### src/rtl/regfile_pkg.sv
// Shared register-file definitions: address/data widths and the write-request
// bundle that travels from the writeback muxes to the write-port arbiter.
package regfile_pkg;

    localparam int ADDR_W = 5;
    localparam int DATA_W = 32;
    localparam logic [ADDR_W-1:0] REG_ZERO = '0;

    typedef struct packed {
        logic              valid;
        logic [ADDR_W-1:0] addr;
        logic [DATA_W-1:0] data;
    } wr_req_t;

endpackage

### src/rtl/rf_scoreboard.sv
// Busy scoreboard for registers awaiting a long-latency result, with the
// three-port lookup that produces the decode stall.
module rf_scoreboard #(
    parameter int ADDR_W = 5
) (
    input  logic                 clk,
    input  logic                 reset,
    input  logic                 set_en,
    input  logic [ADDR_W-1:0]    set_addr,
    input  logic                 clr_en,
    input  logic [ADDR_W-1:0]    clr_addr,
    input  logic [ADDR_W-1:0]    rd_a1,
    input  logic [ADDR_W-1:0]    rd_a2,
    input  logic [ADDR_W-1:0]    rd_a3,
    output logic                 stall,
    output logic [2**ADDR_W-1:0] busy
);
    import regfile_pkg::*;

    localparam int NREG = 2**ADDR_W;

    logic [NREG-1:0] busy_reg;

    genvar gi;
    generate
        for (gi = 0; gi < NREG; gi++) begin : g_busy
            if (gi == 0) begin : g_zero
                assign busy_reg[gi] = 1'b0;
            end else begin : g_flop
                logic set_hit;
                logic clr_hit;
                assign set_hit = set_en && (set_addr == ADDR_W'(gi));
                assign clr_hit = clr_en && (clr_addr == ADDR_W'(gi));
                // A set in the same cycle as a clear wins: the new op owns the register.
                always_ff @(posedge clk or posedge reset) begin
                    if (reset) begin
                        busy_reg[gi] <= 1'b0;
                    end else if (set_hit) begin
                        busy_reg[gi] <= 1'b1;
                    end else if (clr_hit) begin
                        busy_reg[gi] <= 1'b0;
                    end
                end
            end
        end
    endgenerate

    logic hit_a1;
    logic hit_a2;
    logic hit_a3;

    assign hit_a1 = busy_reg[rd_a1] && (rd_a1 != REG_ZERO);
    assign hit_a2 = busy_reg[rd_a2] && (rd_a2 != REG_ZERO);
    assign hit_a3 = busy_reg[rd_a3] && (rd_a3 != REG_ZERO);

    assign stall = hit_a1 | hit_a2 | hit_a3;
    assign busy  = busy_reg;

endmodule

### src/rtl/regfile_wport_arbiter.sv
// Arbitrates the register file's single write port between single-cycle
// writeback (primary) and a long-latency unit (secondary) with anti-starvation.
module regfile_wport_arbiter #(
    parameter int DATA_W       = 32,
    parameter int ADDR_W       = 5,
    parameter int STARVE_LIMIT = 4,
    parameter int CNT_W        = 4
) (
    input  logic                 clk,
    input  logic                 reset,
    input  logic                 p_valid,
    input  logic [ADDR_W-1:0]    p_addr,
    input  logic [DATA_W-1:0]    p_data,
    output logic                 p_ready,
    input  logic                 s_valid,
    input  logic [ADDR_W-1:0]    s_addr,
    input  logic [DATA_W-1:0]    s_data,
    output logic                 s_ready,
    input  logic                 iss_valid,
    input  logic [ADDR_W-1:0]    iss_addr,
    input  logic [ADDR_W-1:0]    dec_a1,
    input  logic [ADDR_W-1:0]    dec_a2,
    input  logic [ADDR_W-1:0]    dec_dst,
    output logic                 stall,
    output logic                 RegWrite,
    output logic [ADDR_W-1:0]    A3,
    output logic [DATA_W-1:0]    WD3,
    output logic [2**ADDR_W-1:0] busy
);
    import regfile_pkg::*;

    localparam logic [CNT_W-1:0] LIMIT = CNT_W'(STARVE_LIMIT);

    logic [CNT_W-1:0] wait_cnt_reg;
    logic [CNT_W-1:0] wait_cnt_next;
    logic             s_win;
    wr_req_t          grant;

    // Secondary also takes the port whenever primary is idle.
    always_comb begin
        s_win   = s_valid && (wait_cnt_reg == LIMIT);
        p_ready = 1'b0;
        s_ready = 1'b0;
        grant   = '0;
        if (!reset) begin
            if (s_valid && (s_win || !p_valid)) begin
                s_ready    = 1'b1;
                grant.valid = 1'b1;
                grant.addr  = s_addr;
                grant.data  = s_data;
            end else if (p_valid) begin
                p_ready    = 1'b1;
                grant.valid = 1'b1;
                grant.addr  = p_addr;
                grant.data  = p_data;
            end
        end
    end

    assign RegWrite = grant.valid && (grant.addr != REG_ZERO);
    assign A3       = grant.addr;
    assign WD3      = grant.data;

    always_comb begin
        wait_cnt_next = wait_cnt_reg;
        if (!s_valid || s_ready) begin
            wait_cnt_next = '0;
        end else if (wait_cnt_reg != LIMIT) begin
            wait_cnt_next = wait_cnt_reg + 1'b1;
        end
    end

    always_ff @(posedge clk or posedge reset) begin
        if (reset) begin
            wait_cnt_reg <= '0;
        end else begin
            wait_cnt_reg <= wait_cnt_next;
        end
    end

    rf_scoreboard #(
        .ADDR_W (ADDR_W)
    ) u_scoreboard (
        .clk      (clk),
        .reset    (reset),
        .set_en   (iss_valid && (iss_addr != REG_ZERO)),
        .set_addr (iss_addr),
        .clr_en   (s_ready),
        .clr_addr (s_addr),
        .rd_a1    (dec_a1),
        .rd_a2    (dec_a2),
        .rd_a3    (dec_dst),
        .stall    (stall),
        .busy     (busy)
    );

endmodule

### config.mk
export PLATFORM = sky130hd
export DESIGN_NAME = regfile_wport_arbiter
export DESIGN_NICKNAME = d
export VERILOG_FILES = /design/src/rtl/regfile_pkg.sv /design/src/rtl/rf_scoreboard.sv /design/src/rtl/regfile_wport_arbiter.sv
export SDC_FILE = /design/constraint.sdc
export NUM_CORES = 1
export LEC_CHECK = 0
export BUFFER_PORTS_ARGS = -buffer_cell sky130_fd_sc_hd__buf_4
export CAP_MARGIN = 20
export CELL_PAD_IN_SITES_DETAIL_PLACEMENT = 0
export CELL_PAD_IN_SITES_GLOBAL_PLACEMENT = 2
export CORE_MARGIN = 1
export CORE_UTILIZATION = 22
export CTS_BUF_LIST = sky130_fd_sc_hd__clkbuf_8
export CTS_CLUSTER_DIAMETER = 150
export DETAILED_ROUTE_END_ITERATION = 12
export GPL_TIMING_DRIVEN = 1
export HOLD_SLACK_MARGIN = 0.05
export PLACE_DENSITY_LB_ADDON = 0.1
export SYNTH_ARGS = -nofsm -noshare
export SYNTH_HDL_FRONTEND = slang
export SYNTH_SLANG_ARGS = --single-unit
### constraint.sdc
create_clock -name clk -period 2 [get_ports clk]
set_input_delay 0.2 -clock clk [delete_from_list [all_inputs] [get_ports clk]]
set_output_delay 0.2 -clock clk [all_outputs]
set_load 0.05 [all_outputs]
Word-level counts from Yosys, hierarchy flattened
Cells that the tools add are included.
W data, S select, Z words.
- RAM bits: 0
- memories: 0
- bits of input ports: 99
- bits in read-only memories: 0
- bits in latches: 0
- output and inout port bits: 73
- word-level logic and storage cells: 290
- bits in registers: 35
- reductions and logical operators: 110
- add/sub/neg operators: 1
- shift-type cells: 0
- bitwise gates (word level): 2
- muxes and demuxes: 78
- $lt $le $gt $ge: 3
- $mul: 0
- div/mod/pow operators: 0
- eq/ne operators: 64
- operators by type and width (kind ; number):
    $eq A5 B5 Y1 const B ; 32
    $mux W38 ; 3
    $eq A5 B4 Y1 const B ; 16
    $mux W1 ; 70
    $logic_and A1 B1 Y1 ; 69
    $reduce_bool A2 Y1 ; 32
    $eq A5 B3 Y1 const B ; 8
    $reduce_bool A5 Y1 ; 5
    $eq A5 B2 Y1 const B ; 4
    $lt A5 B6 Y1 const B ; 3
    $bmux W1 S5 ; 3
    $eq A5 B1 Y1 const B ; 2
    $mux W4 ; 2
    $add A4 B1 Y4 const B ; 1
    $eq A4 B3 Y1 const B ; 1
    $ne A4 B3 Y1 const B ; 1
    $logic_not A1 Y1 ; 2
    $logic_or A1 B1 Y1 ; 2
    $or A1 B1 Y1 ; 2

Logic depth before layout (Yosys ltp)
- depth in word-level cells: 9
- depth in mapped cells: 9
- mapped depth without buffers: 7

Hierarchy
From an unflattened synthesis, not the netlist that was laid out.
- cell total of the unflattened synthesis: 298
- area total of the unflattened synthesis: 2871.5 µm²
- by module, submodules not included (module ; cells each ; area an instance (µm²) ; sequential area each (µm²) ; times used):
    rf_scoreboard ; 216 ; 2167.1 ; 775.7 ; 1
    regfile_wport_arbiter ; 82 ; 704.4 ; 100.1 ; 1

Worst setup path before layout
OpenSTA, ideal clock, no wires.
- kind: input to output
- from: in reset
- to: out WD3[23]
- data arrival time: 2.706 ns
- setup slack: -0.906 ns
- path buffers: 2
- cell stages on the path: 5
- data required time: 1.800 ns
- path through: inv_1 -> o211a_1 -> clkbuf_1 -> buf_1 -> a22o_1
- cells in the longest elaborated chain, start to end: 1
- RTL lines (element ; RTL line ; text):
    start, declared ; regfile_wport_arbiter.sv:10 ; input logic reset,
    $mux W38 ; regfile_wport_arbiter.sv:45 ; if (!reset) begin
    end, declared ; regfile_wport_arbiter.sv:27 ; output logic [DATA_W-1:0] WD3,
Every way passes these cells.

Worst setup path after layout
- from: reg u_scoreboard.busy_reg[13] (netlist: u_scoreboard.busy[13])
- to: out stall
- cells in the longest elaborated chain, start to end: 5
- elaborated cells on any way between the ends: 11
- classes of those cells: mux (6); bitwise (2); reduce/logical (3)
- RTL lines (element ; RTL line ; text):
    start, declared ; rf_scoreboard.sv:22 ; logic [NREG-1:0] busy_reg;
    start signal, assigned by index ; rf_scoreboard.sv:37 ; busy_reg[gi] <= 1'b0;
    start signal, assigned by index ; rf_scoreboard.sv:39 ; busy_reg[gi] <= 1'b1;
    start signal, assigned by index ; rf_scoreboard.sv:41 ; busy_reg[gi] <= 1'b0;
    $bmux W1 S5, on equally long branches ; rf_scoreboard.sv:52, rf_scoreboard.sv:53 ;
    $mux W1, on equally long branches ; rf_scoreboard.sv:52, rf_scoreboard.sv:53 ;
    $logic_and A1 B1 Y1, on equally long branches ; rf_scoreboard.sv:52, rf_scoreboard.sv:53 ;
    $or A1 B1 Y1 ; rf_scoreboard.sv:56 ; assign stall = hit_a1 | hit_a2 | hit_a3;
    $or A1 B1 Y1 * ; rf_scoreboard.sv:56 ;
    end, declared ; regfile_wport_arbiter.sv:24 ; output logic stall,
Mark *: on every way between the ends. The rest lies on a longest branch, timed or not. The select of a mux whose other input is x is not followed.

==> results.tsv <==
stage	metric	value	unit
logic_synthesis	netlist_area	2790	µm²
outcome	violations	negative setup slack	
sta	whs	0.111	ns
worst_setup_path	crit_slowest_cell	mux4_2	
worst_setup_path	critPathTopFamily	compound AO/OA/AOI/OAI gates	
layout	nFillCells	1214	
die	core_area	12200	µm²
die	initial_core_util	22.9	%
clocking	ctsHoldBuffers	0	
logic_synthesis	ys_ff_latch	35	
logic_synthesis	synth_seq_area_share	31.3	%
logic_synthesis	synth-async-reset-ratio	100	%
sta	worstMarginPinSlew	0.658	ns
sta	slew_violations	0	
sta	slew_headroom	56.1	%
pwr	p_per_area	755	nW/µm²
layout	syn2layout_area_growth	104	%
sta	setup_violations	65	
logic_synthesis	synthCells	286	
clocking	cts_sinks	35	
placement	placed_area	4660	µm²
global_routing	grt_pass1_vias	3582	
logic_synthesis	synth_top_area_share	31.3	%
clocking	root_buffer	clkbuf_8	
routing	vias_per_cell	5.07	
pwr	p_leak	2.51	nW
placement	gp_congestion	0.788	
outcome	status	finished with violations	
clocking	cts_buffers	5	
sta	min_period	2.30	ns
logic_synthesis	avgSynthCellArea	9.77	µm²
placement	portBuffers	170	
layout	largest_reg_flops	31	
hold_path	hp-class	in2async	
sta	hold_viol	0	
routing	vias	3415	
sta	fmax	434	MHz
layout	finalCoreUtilization	46.8	%
clocking	tritoncts	built	
logic_synthesis	netlist_top_cells_area	dfrtp_1 31%, mux4_2 13%, a22o_1 12%, o21ai_0 11%, mux4_1 3.8%	
run	maxCapViolCount	0	
worst_setup_path	critPathKind	reg2out	
global_routing	grtUsageTotal	20.7	%
routing	totalWireLength	13400	µm
logic_synthesis	syn_nets	387	
worst_setup_path	cp.arrival	2.10	ns
worst_setup_path	crit_path_max_incr_delay	0.48	ns
global_routing	overflow	0	
sta	setup_slack	-0.305	ns
worst_setup_path	start_kind	flip-flop	
logic_synthesis	synthFlopType	dfrtp_1	
die	die_w	115	µm
sta	fin_setup_tns	-8.52	ns
logic_synthesis	yosys.cell_types.count	42	
clocking	insertion_delay	0.28	ns
worst_setup_path	worstPathCellList	mux4_2, nor2b_2, o311ai_1, a222oi_1, nand3_2, buf_6	
worst_setup_path	crit_buf_inv	1	
global_routing	grt_pass1_wl	20500	µm
logic_synthesis	yosysWarnings	0	
worst_setup_path	critPathCaptureType	output port	
logic_synthesis	synth_top_area_cell	dfrtp_1	
routing	drc	0	
layout	antenna_cells	0	
routing	antenna_left	0	
sta	grt_setup_unrepaired	yes	
worst_setup_path	path_max_fanout	3	
clocking	clk_path_buf_depth	2	
routing	initialDrtViolationCount	152	
routing	wl_per_cell	19.9	µm
worst_setup_path	crit_required	1.80	ns
clocking	cts-htree-levels	2	
pwr	peakVddDrop	0.319	mV
layout	final_area	5710	µm²
sta	skew	0.00656	ns
die	die_area	13200	µm²
placement	dp_hpwl	10300	µm
layout	drive_gt1_share	69.4	%
layout	final_nets	606	
global_routing	grt_max_degree	36	
global_routing	antenna_found_initial	0	
die	ios	172	
clocking	clkTransAtPathRegs	0.07	ns
logic_synthesis	synth-edff-count	0	
routing	firstDrtPassIters	4	
die	row_count	40	
die	die_y	115	µm
sta	fin_crit_sh	115	%
-- what timing repair did --
action,4_1_cts,5_1_grt
endpoints found under the hold margin,0,0
gates resized for setup,127,90
buffers inserted,9,10
setup endpoints to repair,53,71
cloned,4,3
pin swaps,31,35
-- cell type report --
| class | instances | area [µm²] | area share (%) |
|---|---|---|---|
| clock inverter | 1 | 3.75 | 0.0657 |
| multi-input combinational | 225 | 2240 | 39.2 |
| inverter | 7 | 30.0 | 0.526 |
| clock buffer | 7 | 96.3 | 1.69 |
| sequential | 35 | 913 | 16.0 |
| timing repair buffer | 231 | 2220 | 38.9 |
| tap | 168 | 210 | 3.68 |
-- cells in the mapped netlist (3+ instances only) --
cell type	n
a22o_1	37
o21ai_0	61
mux4_2	16
nand4b_1	5
mux4_1	4
nand4_1	3
nor2_1	14
a311oi_1	3
nor2b_1	6
clkbuf_1	8
a21oi_1	7
nand3b_1	4
mux2_2	3
dfrtp_1	35
buf_6	3
nand3_1	17
buf_4	3
buf_2	4
nand2b_1	6
inv_1	7
nand2_1	11
-- metrics by stage --
stage | setup WS [ns] | power [mW] | cells
final | -0.305 | 4.31 | 674
after floorplan | -0.0599 | 2.45 | 286
after detailed placement | -0.0416 | 3.45 | 643
after CTS | -0.358 | 4.22 | 664
after global placement | -0.0564 | 3.44 | 643
after global routing | -0.368 | 4.53 | 674
-- kinds of logic after synthesis --
family	after synthesis	synth area share [%]
muxes	25	18.6
xor gates and xnor gates	2	0.627
and+or+nand+nor	76	15.6
adders and majority gates	2	0.896
other	1	0.134
AOI/OAI and AO/OA	118	27.8
DFF	35	31.3
buffers and inverters	27	5.02
-- worst paths after layout --
check                                             startpoint                                end  slack [ns]  cells past startpoint
setup / recovery           u_scoreboard.busy[13]$_DFFE_PP0P_                              stall       -0.30                      6
hold / removal                                         reset        wait_cnt_reg[1]$_DFFE_PP0P_        0.11                      3
setup reg to reg                 wait_cnt_reg[0]$_DFFE_PP0P_   u_scoreboard.busy[9]$_DFFE_PP0P_       -0.12                     12
hold reg to reg            u_scoreboard.busy[24]$_DFFE_PP0P_  u_scoreboard.busy[24]$_DFFE_PP0P_        0.57                      2
max in group asynchronous                              reset   u_scoreboard.busy[3]$_DFFE_PP0P_        1.53                      3
min in group clk                                 iss_addr[0]  u_scoreboard.busy[16]$_DFFE_PP0P_        0.16                      2
-- worst min-delay path, stage by stage --
cell and delay [ns]:
buf_4 0.13, clkinvlp_4 0.09, buf_4 0.40
-- per-layer routing --
layer,up-vias,track usage [%],part of all wire (%)
met3,21,4.24,5.5
li1,1581,-,-
met2,129,33.8,49
met4,0,6.58,2.2
met1,1684,27.4,43
met5,-,0,0
-- where the power goes --
part	internal, mW	switching [mW]
clock network	0.309	0.254
registers	0.899	0.206
logic	1.17	1.47
total	2.38	1.93
-- cells in the final DEF (no fill, tap or decap), types with 10 or more instances in the layout --
master,Yosys,final
nand3_1,17,15
dfrtp_2,0,30
buf_8,0,37
buf_6,3,12
mux4_2,16,17
o21ai_1,2,47
o21ai_2,0,12
buf_4,3,171
nor2_1,14,13
nand2_1,11,10
a22o_4,0,34
No activity file was read; power rests on OpenSTA's default activity.
